## config.mk

```make
export PLATFORM = sky130hd
export DESIGN_NAME = ascon_perm_sequencer
export DESIGN_NICKNAME = d
export VERILOG_FILES = /design/src/rtl/ascon_perm_sequencer.sv
export SDC_FILE = /design/constraint.sdc
export NUM_CORES = 1
export LEC_CHECK = 0
export ABC_AREA = 1
export CORE_MARGIN = 1
export CORE_UTILIZATION = 35
export CTS_CLUSTER_SIZE = 20
export DETAILED_ROUTE_END_ITERATION = 12
export GPL_ROUTABILITY_DRIVEN = 0
export PLACE_DENSITY = 0.75
export SLEW_MARGIN = 20
export SYNTH_ARGS = -nofsm -noshare
export SYNTH_HDL_FRONTEND = slang
export SYNTH_SLANG_ARGS = --single-unit
```

## constraint.sdc

```tcl
create_clock -name clk -period 1.3 [get_ports clk]
set_input_delay 0.13 -clock clk [delete_from_list [all_inputs] [get_ports clk]]
set_output_delay 0.13 -clock clk [all_outputs]
set_load 0.02 [all_outputs]
```

## src/rtl/ascon_perm_sequencer.sv

```systemverilog
// Ascon permutation round sequencer: one p12 or p8 run per request.
// It walks the round index and derives the round constant from it.
// A per-round enable follows datapath backpressure, and a one-cycle done
// pulse marks the end of a run.
module ascon_perm_sequencer #(
  parameter logic [3:0] P12_START = 4'h4,
  parameter logic [3:0] P8_START  = 4'h8,
  parameter logic [3:0] LAST_RND  = 4'hF
) (
  input  logic       clk,
  input  logic       rst,
  input  logic       start,
  input  logic       mode,
  input  logic       dp_ready,
  output logic       busy,
  output logic       round_en,
  output logic [3:0] rnd,
  output logic [7:0] rc,
  output logic       first_round,
  output logic       last_round,
  output logic       done
);

  typedef enum logic [0:0] {
    ST_IDLE = 1'b0,
    ST_RUN  = 1'b1
  } state_t;

  state_t     state_r;
  state_t     state_s;
  logic [3:0] rnd_r;
  logic [3:0] rnd_s;
  logic       mode_r;
  logic       mode_s;
  logic       done_r;
  logic       done_s;
  logic [3:0] first_rnd_s;

  // Round constant: the low nibble counts rounds from the p12 origin and
  // the high nibble is its complement, so both modes share one table.
  function automatic logic [7:0] round_const(input logic [3:0] r);
    logic [3:0] idx;
    idx = r - P12_START;
    return {4'hF - idx, idx};
  endfunction

  // First round index of the permutation currently held in mode_r.
  always_comb begin
    if (mode_r) begin
      first_rnd_s = P12_START;
    end else begin
      first_rnd_s = P8_START;
    end
  end

  // Next-state, next-round and done-pulse decision.
  always_comb begin
    state_s = state_r;
    rnd_s   = rnd_r;
    mode_s  = mode_r;
    done_s  = 1'b0;
    case (state_r)
      ST_IDLE: begin
        if (start) begin
          mode_s  = mode;
          rnd_s   = mode ? P12_START : P8_START;
          state_s = ST_RUN;
        end else begin
          state_s = ST_IDLE;
        end
      end
      ST_RUN: begin
        if (rnd_r < first_rnd_s) begin
          // Corrupted index: abandon the run without reporting completion.
          state_s = ST_IDLE;
        end else if (!dp_ready) begin
          state_s = ST_RUN;
        end else if (rnd_r == LAST_RND) begin
          state_s = ST_IDLE;
          done_s  = 1'b1;
        end else begin
          rnd_s = rnd_r + 4'd1;
        end
      end
      default: begin
        state_s = ST_IDLE;
      end
    endcase
  end

  // State, round index, captured mode and done pulse registers.
  always_ff @(posedge clk) begin
    if (rst) begin
      state_r <= ST_IDLE;
      rnd_r   <= P12_START;
      mode_r  <= 1'b1;
      done_r  <= 1'b0;
    end else begin
      state_r <= state_s;
      rnd_r   <= rnd_s;
      mode_r  <= mode_s;
      done_r  <= done_s;
    end
  end

  // Outputs decoded from the registered state and round index.
  always_comb begin
    busy        = (state_r == ST_RUN);
    round_en    = (state_r == ST_RUN) && dp_ready;
    rnd         = rnd_r;
    rc          = round_const(rnd_r);
    first_round = (state_r == ST_RUN) && (rnd_r == first_rnd_s);
    last_round  = (state_r == ST_RUN) && (rnd_r == LAST_RND);
    done        = done_r;
  end

endmodule

```

==> flow_metrics.tcl <==
set metrics [dict create \
    design.core.area_sq_mm 0.00117 \
    clockRootBuffer "clkbuf_4" \
    post-place-ws_ns -0.219 \
    mostFrequentLayoutCells "16 x buf_4, 12 x dlygate4sd2_1, 10 x nand2_1, 8 x nor2_1, 7 x inv_1" \
    synth_edf_count 0 \
    dieHeight_microns 38.7 \
    drtAntennaViolNets 0 \
    drv_cap 0 \
    final_common_cell "buf_4" \
    cts_tree "done" \
    vias_per_cell 4.82 \
    nets 115 \
    cts_buffers 3 \
    drt-initial-drc-count 19 \
    synth_cells 68 \
    dp_hpwl_microns 1020 \
    syn-num-nets 78 \
    worst_clock_skew_ns 0.00278 \
    synth_ff_type "dfxtp_1" \
    drc_errors 0 \
    syn-cell-area_sq_um 470 \
    insertion_delay_ns 0.26 \
    criticalPathCategory "flop to output port" \
    final.min_clock_period_ns 1.37 \
    die-area_sq_mm 0.00149 \
    antennaDiodeCount 0 \
    synth_area_leaders "dfxtp_1 30%, ha_1 13%, nand2_1 9.6%, nand3_1 8.5%, nor2_1 7.2%" \
    r2r-start "rnd[3]" \
    start_util_pct 40.2 \
    ios 22 \
    synth_seq_area_share_pct 29.8 \
    grt_pass1_vias 506 \
    ff2ff_path_depth 10 \
    firstDrtPassIters 4 \
    area_growth_syn_to_layout_pct 82.7 \
    setup_violations 1 \
    worstSetupEndpointType "output port" \
    crit_fanout 4 \
    worstPathArrival_ns 1.24 \
    layout-drive-gt1-share_pct 43.3 \
    rows 12 \
    p_total_mw 0.815 \
    die_w_microns 38.7 \
    yosys_warnings 0 \
    synth-seq-cells 7 \
    fmax_mhz 732 \
    htreeDepth 1 \
    synth_top_area_share_pct 29.8 \
    clk_pin_slew_ns 0.06 \
    hold_depth 2 \
    p_leak_nw 0.432 \
    drv_slew 0 \
    relSlewSlack_pct 84.2 \
    hold_violations 0 \
    peakVddDrop_uv 472 \
    violations "negative setup slack" \
    grt_pass1_wl_microns 2060 \
    required_ns 1.17 \
    grt_overflow 0 \
    cts.sinks 7 \
    gr-usage-all-layers_pct 20.4 \
    reg2reg_to "rnd[3]" \
    hold_buffers 0 \
    avgSynthCellArea_sq_um 6.92 \
    antenna_found_initial 0 \
    grt_max_degree 6 \
    yosys.area.top_type "dfxtp_1" \
    r2r_slack_ns 0.05 \
    nFillCells 97 \
    layout_setup_ws_ns -0.0668 \
    hp-start "rnd[1]" \
    min_to "rnd[1]" \
    route.vias.total 569 \
    worst_pin_slew_ns 0.238 \
    cts.path.max_buffers 2 \
    start_kind "flop" \
    cts_setup_buffers 0 \
    rsz0062_at_grt "true" \
    synthArstFlopShare_pct 0 \
    drt-total-wl_microns 1390 \
    period_share_pct 105 \
    powerDensity_mw_per_mm2 948 \
    outcome "finished with violations" \
    port_buffers 21 \
    worstHoldPathType "flop to flop" \
    yosys.cell_types.count 18 \
    avgRoutedWirePerCell_microns 11.8 \
]
[cell type report]
type                            count  area [sq um]  area share (%)
Tap cell                           14          17.5            2.04
Multi-Input combinational cell     47           332            38.6
Inverter                           11          45.0            5.24
Sequential cell                     7           151            17.6
Timing Repair Buffer               35           288            33.5
Clock buffer                        4          26.3            3.06
[critical path, cell delays in order, from the launching register on]
cell	delay, ns
dfxtp_4	0.38
inv_4	0.04
ha_4	0.25
nand3_2	0.05
nor2_1	0.11
buf_4	0.15
[registers in the layout (all words and copies together), names as in the netlist]
register / flops
busy: 1
done: 1
mode_r: 1
rnd: 4
[metrics by stage]
stage / utilization, % / instances / hold WS, ns / TNS, ns / instance area (sq um)
6_report: 73.4 / 118 / 0.505 / -0.0668 / 860
5_1_grt: 73.4 / 118 / 0.526 / -0.162 / 860
4_1_cts: 66.6 / 118 / 0.493 / -0.0562 / 779
3_5_place_dp: 67.1 / 114 / 0.485 / -0.905 / 786
3_3_place_gp: 67.1 / 114 / 0.476 / -0.707 / 786
2_1_floorplan: - / 68 / 0.192 / -0.0203 / 475
[synth_stat cells, types with 2 or more instances]
library cell,count
nand2_1,12
o21ai_0,2
buf_4,3
a21oi_1,2
nand2_2,3
dfxtp_1,7
ha_1,5
inv_1,8
nor2_1,9
nand3_1,8
inv_2,2
[cell families after synthesis]
family	share of synthesized area [%]
adder cells (fa/ha/maj)	13.3
flip-flops	29.8
AO/OA/AOI/OAI	5.85
AND/OR/NAND/NOR	35.4
buffers and inverters	13.8
XOR/XNOR	1.86
[per-layer routing]
metal	part of all wire, %	wire length [microns]	global-route usage (%)
met2	49	676	32.9
met4	1.6	22	10.3
met1	46	632	24.6
met5	0	0	0
met3	4.1	57	5.20
[how the worst max path moves through the flow]
stage | to | slack, ns | from | depth (start not counted)
global placement | first_round | -0.20 | rnd[2] | 5
detailed placement | first_round | -0.22 | rnd[2] | 5
CTS | first_round | -0.04 | rnd[2] | 5
global route | first_round | -0.11 | rnd[2] | 5
finish | first_round | -0.07 | rnd[2] | 5
floorplan | rnd[3] | -0.02 | rnd[2] | 10
[power by group]
part | internal, mW | switching, mW | leakage [nW]
registers | 0.232 | 0.0237 | 0.0589
clock network | 0.118 | 0.0890 | 0.0150
logic | 0.158 | 0.194 | 0.358
[repair_timing]
action	in CTS	in global routing
setup endpoints to repair	17	7
resized for setup	29	19
pin swaps	0	1
Note: power is estimated with default switching activity, not from simulation.
